`src/rtl/fetch_unit.sv`:
```
// Instruction fetch stage: PC ownership, imem request issue, and a 2-entry
// instruction buffer feeding decode through a valid/ready handshake.
module fetch_unit #(
    parameter int                    DATA_WIDTH = 32,
    parameter logic [DATA_WIDTH-1:0] RESET_PC   = '0
) (
    input  logic                  clk,
    input  logic                  rst,
    output logic                  imem_req,
    output logic [DATA_WIDTH-1:0] imem_addr,
    input  logic [DATA_WIDTH-1:0] imem_rdata,
    input  logic                  redirect,
    input  logic [DATA_WIDTH-1:0] redirect_pc,
    output logic [DATA_WIDTH-1:0] instr,
    output logic [DATA_WIDTH-1:0] pc,
    output logic [DATA_WIDTH-1:0] pc_plus4,
    output logic                  instr_valid,
    input  logic                  instr_ready
);

    localparam logic [DATA_WIDTH-1:0] NOP  = DATA_WIDTH'(32'h0000_0013);
    localparam logic [DATA_WIDTH-1:0] FOUR = DATA_WIDTH'(4);

    logic [DATA_WIDTH-1:0] fetch_pc_q, fetch_pc_d;
    logic [DATA_WIDTH-1:0] inflight_pc_q, inflight_pc_d;
    logic                  inflight_q, inflight_d;
    logic                  kill_q, kill_d;
    logic [1:0]            count_q, count_d;
    logic                  rd_ptr_q, rd_ptr_d;
    logic                  wr_ptr_q, wr_ptr_d;
    logic [DATA_WIDTH-1:0] buf_instr_q [2];
    logic [DATA_WIDTH-1:0] buf_pc_q    [2];

    logic       pop;
    logic       wr_en;
    logic       issue;
    logic [2:0] credit;
    logic       unused_rpc_lsb;

    assign unused_rpc_lsb = ^redirect_pc[1:0];

    // Outstanding work after this cycle's pop; issue only while it leaves room.
    assign pop    = instr_valid & instr_ready;
    assign credit = {1'b0, count_q} + {2'b00, inflight_q} - {2'b00, pop};
    assign issue  = !rst && !redirect && (credit < 3'd2);
    assign wr_en  = inflight_q && !kill_q && !redirect;

    assign imem_req  = issue;
    assign imem_addr = fetch_pc_q;

    always_comb begin
        fetch_pc_d    = fetch_pc_q;
        inflight_d    = issue;
        inflight_pc_d = inflight_pc_q;
        kill_d        = redirect;
        count_d       = count_q;
        rd_ptr_d      = rd_ptr_q;
        wr_ptr_d      = wr_ptr_q;
        if (issue) begin
            inflight_pc_d = fetch_pc_q;
            fetch_pc_d    = fetch_pc_q + FOUR;
        end
        if (redirect) begin
            fetch_pc_d = {redirect_pc[DATA_WIDTH-1:2], 2'b00};
            count_d    = 2'd0;
            rd_ptr_d   = 1'b0;
            wr_ptr_d   = 1'b0;
        end else begin
            count_d  = count_q + {1'b0, wr_en} - {1'b0, pop};
            rd_ptr_d = rd_ptr_q ^ pop;
            wr_ptr_d = wr_ptr_q ^ wr_en;
        end
    end

    always_ff @(posedge clk) begin
        if (rst) begin
            fetch_pc_q    <= RESET_PC;
            inflight_q    <= 1'b0;
            inflight_pc_q <= '0;
            kill_q        <= 1'b0;
            count_q       <= 2'd0;
            rd_ptr_q      <= 1'b0;
            wr_ptr_q      <= 1'b0;
        end else begin
            fetch_pc_q    <= fetch_pc_d;
            inflight_q    <= inflight_d;
            inflight_pc_q <= inflight_pc_d;
            kill_q        <= kill_d;
            count_q       <= count_d;
            rd_ptr_q      <= rd_ptr_d;
            wr_ptr_q      <= wr_ptr_d;
        end
    end

    always_ff @(posedge clk) begin
        if (!rst && wr_en) begin
            buf_instr_q[wr_ptr_q] <= imem_rdata;
            buf_pc_q[wr_ptr_q]    <= inflight_pc_q;
        end
    end

    assert property (@(posedge clk) disable iff (rst)
        !(wr_en && count_q == 2'd2));

    assign instr_valid = !rst && (count_q != 2'd0);
    assign instr       = instr_valid ? buf_instr_q[rd_ptr_q] : NOP;
    assign pc          = instr_valid ? buf_pc_q[rd_ptr_q] : '0;
    assign pc_plus4    = pc + FOUR;

endmodule
```
`config.mk`:
```
export PLATFORM = sky130hd
export DESIGN_NAME = fetch_unit
export DESIGN_NICKNAME = d
export VERILOG_FILES = /design/src/rtl/fetch_unit.sv
export SDC_FILE = /design/constraint.sdc
export NUM_CORES = 1
export LEC_CHECK = 0
export ABC_AREA = 1
export BUFFER_PORTS_ARGS = -buffer_cell sky130_fd_sc_hd__buf_4
export CAP_MARGIN = 0
export CORE_MARGIN = 4
export CORE_UTILIZATION = 48
export CTS_CLUSTER_SIZE = 24
export DETAILED_ROUTE_END_ITERATION = 6
export GPL_TIMING_DRIVEN = 0
export PLACE_DENSITY = 0.72
export SLEW_MARGIN = 20
export SYNTH_ARGS = -nofsm -noshare
export SYNTH_HDL_FRONTEND = slang
export SYNTH_SLANG_ARGS = --single-unit
```
`constraint.sdc`:
```
create_clock -name clk -period 10.1 [get_ports clk]
set_clock_uncertainty 0.05 [all_clocks]
set_input_delay 0 -clock clk [delete_from_list [all_inputs] [get_ports clk]]
set_output_delay 0 -clock clk [all_outputs]
set_load 0.02 [all_outputs]
```
==> key figures <==
Status
  • Outcome: completed

Clocking
  • Cts repair resizes: 0
  • Root Buffer: clkbuf_16
  • Clk_lat worst skew: 0.43 ns
  • CTS Buffer Depth: 2
  • Clock Sinks: 190
  • # H-tree levels: 4
  • Clock slew at reported path FFs: ~0.07 ns
  • TritonCTS clock tree: done
  • CTS Buf Count: 17

Global routing
  • First-pass GRT wire length: 43000 um
  • Largest net degree at the start of global routing: 25
  • Initial antenna violation count: 0
  • Gr usage total: 24.6%
  • Vias in the first global route: between 8000 and 9000
  • Overflow after GRT: 0

Route
  • DRC viols: 0
  • Drt pass-1 iters: 5
  • Met1 wire length: 11700 um
  • Routed wire length: 27200 um
  • Drt wl/cell: 15.5 um
  • WL met2: approximately 13000 um
  • Vias per cell: 4.95
  • Max layer used: met4
  • Iter 0 DRT Violations: 560
  • DRT antenna net count: 0
  • Met3 routed WL: 1840 um
  • Routed vias: 8679

Placed design
  • Dpl hpwl: between 20000 and 25000 um
  • IO buf count: between 150 and 200
  • Routability cong.: 0.994
  • Post-DP Area: about 11000 um^2

Power and ir drop
  • Static Leak: 5.89 nW
  • Peak supply drop: 0.000128 V
  • Total Power: ~1.7 mW
  • Cell Pwr Density: approximately 130 nW/um^2

STA
  • RSZ-0062 raised after global routing: false
  • Final hold vios: 0
  • Setup TNS: 0 ns
  • Tmin final: 3.62 ns
  • Endpoints failing setup: 0
  • Slew @ Worst Pin: 0.719 ns
  • Max-slew violation count: 0
  • Relative slew slack: 51.9%
  • Fmax: 276 MHz
  • Period utilization: between 30 and 40%

Final layout
  • P&R area growth vs syn: 33.0%
  • Ratio of cells with drive above 1 in the final layout: 20.4%
  • Nets: 1548
  • Design Area, Final: 12700 um^2
  • Most frequent cells in the layout: 417 x nand2_1, 204 x buf_4, 149 x inv_1
  • Filler cells: 1661
  • Most common cell after layout, fill and taps aside: nand2_1
  • Number of inserted diodes: 0

Synth
  • Synth area leader: edfxtp_1
  • Yosys reg bits: 190
  • Cells after synthesis: approximately 1200
  • Ys flop type: edfxtp_1
  • Synth async-reset ratio: 0%
  • Post-synth top area share: 39.0%
  • Post-Synthesis Cell Area: 9540 um^2
  • Avg Inst Size Synth: 8.03 um^2
  • Post-synthesis cell type count: 44
  • Synth Warn #: 0
  • Top post-synthesis cells by area: edfxtp_1 39%, nand2_1 16%, dfxtp_1 14%
  • Seq/Total Area, Yosys: 52.9%
  • Post-synth EDFFs: 124

Critical path
  • Kind of critical path: reg2reg
  • Critical path cell sequence: nor2_2 > nor2_8 > buf_4 > nand2_1 > inv_1 > nand2_1 > nand2_1 > nand2_1 > fa_1 > inv_1 > nor2_2 > nand2_1 > buf_2 > buf_6 > o31ai_1 > o21ai_0 > dlygate4sd3_1
  • Critical-path top delay cell: dlygate4sd3_1
  • Required time worst endpoint: 10.37 ns
  • Crit path DAT: 3.90 ns
  • Critical Path Fanout Max: 10
  • Worst setup SP type: flip-flop
  • Crit. End Element: flip-flop
  • Largest stage delay on the critical path: 0.56 ns
  • Most used cell along the critical path: nand2_1

Min path
  • Hold WC Path Type: in2reg

Floorplan
  • Initial core utilization: 48.8%
  • Num rows: 51
  • Die area: 22200 um^2
  • Chip Width: ~150 um
  • Ports: 198
  • Die height: 149 um
  • Total core area: 19500 um^2

Flow run
  • MaxCap Viol Count: 0
path summary, 6_finish.rpt:
check / slack, ns / to / from / depth (start not counted)
setup / recovery: 6.48 / imem_addr[7] / count_q[1] / 17
hold / removal: 0.25 / buf_instr_q[1][21] / imem_rdata[21] / 2
setup reg to reg: 6.48 / imem_addr[7] / count_q[1] / 17
hold reg to reg: 0.41 / buf_pc_q[0][3] / inflight_pc_q[3] / 0
cells in the mapped netlist (2+ instances only):
| cell type | number |
|---|---|
| nand2_1 | 417 |
| inv_1 | 149 |
| nor2_1 | 132 |
| edfxtp_1 | 124 |
| nand3_1 | 79 |
| dfxtp_1 | 66 |
| o21ai_0 | 35 |
| a21oi_1 | 28 |
| xor2_1 | 19 |
| buf_2 | 15 |
| nor2_2 | 14 |
| a211oi_1 | 13 |
| buf_4 | 12 |
| nor3_1 | 11 |
| clkbuf_1 | 10 |
| a31oi_1 | 6 |
| buf_6 | 6 |
| nand2_2 | 6 |
| nand3_2 | 5 |
| nand4_1 | 5 |
| buf_1 | 4 |
| or2_2 | 4 |
| a22oi_1 | 3 |
| ha_1 | 3 |
| nand2_4 | 2 |
| nand3_4 | 2 |
cell type report:
class | instances | area, um^2 | area share [%]
clock buffer | 17 | 425 | 3.35
timing repair buffer | 264 | 2200 | 17.4
inverter | 152 | 578 | 4.56
clock inverter | 15 | 155 | 1.22
tap | 265 | 332 | 2.61
sequential | 190 | 5040 | 39.8
multi-input combinational | 802 | 3640 | 28.7
buffer | 49 | 305 | 2.41
stage by stage:
| stage | utilization, % | cells | setup WS [ns] | hold slack, ns |
|---|---|---|---|---|
| after floorplan | - | 1193 | 4.81 | 0.0489 |
| after global placement | 57.9 | 1646 | 2.40 | 0.135 |
| after detailed placement | 58.5 | 1655 | 6.92 | 0.139 |
| after CTS | 64.9 | 1754 | 6.50 | 0.228 |
| after global routing | 64.9 | 1754 | 6.23 | 0.236 |
| final | 64.9 | 1754 | 6.48 | 0.246 |
worst max-delay path, delay by kind of cell, from the launching register on:
kind                       cells  cell delay (ns)
AOI/OAI and AO/OA              2             0.33
adders and majority gates      1             0.47
buffers and inverters          6             1.32
DFF                            1             0.46
and+or+nand+nor                8             0.85
routing by layer:
metal / global-route usage [%] / vias up
met3: 3.68 / 39
li1: - / 4341
met5: 0 / -
met4: 7.51 / 0
met1: 33.1 / 3982
met2: 41.3 / 317
state kept, by name, indices dropped and copies added (netlist names):
name,count
kill_q,1
buf_instr_q,64
imem_addr,30
rd_ptr_q,1
buf_pc_q,60
inflight_q,1
wr_ptr_q,1
count_q,2
inflight_pc_q,30
cells by family (layout without fill, tap and decap cells):
family	Yosys count	after routing	synth area share, %
AOI/OAI and AO/OA	91	91	5.44
DFF	190	190	52.9
other	1	6	0.0393
buffers and inverters	201	497	9.26
and+or+nand+nor	682	682	30.0
xor gates and xnor gates	19	19	1.74
adders and majority gates	4	4	0.604
report_power, final:
group	internal (mW)	switching (mW)
Combinational	0.0725	0.0870
Clock	0.348	0.306
Sequential	0.848	0.0207
Total	1.27	0.413
timing repair:
| action | CTS | global route |
|---|---|---|
| endpoints found under the setup margin | 0 | 0 |
| hold endpoints to repair | 105 | 0 |
| buffers inserted | 0 | 0 |
| hold buffers | 67 | 0 |
Note: power is estimated with default switching activity, not from simulation.
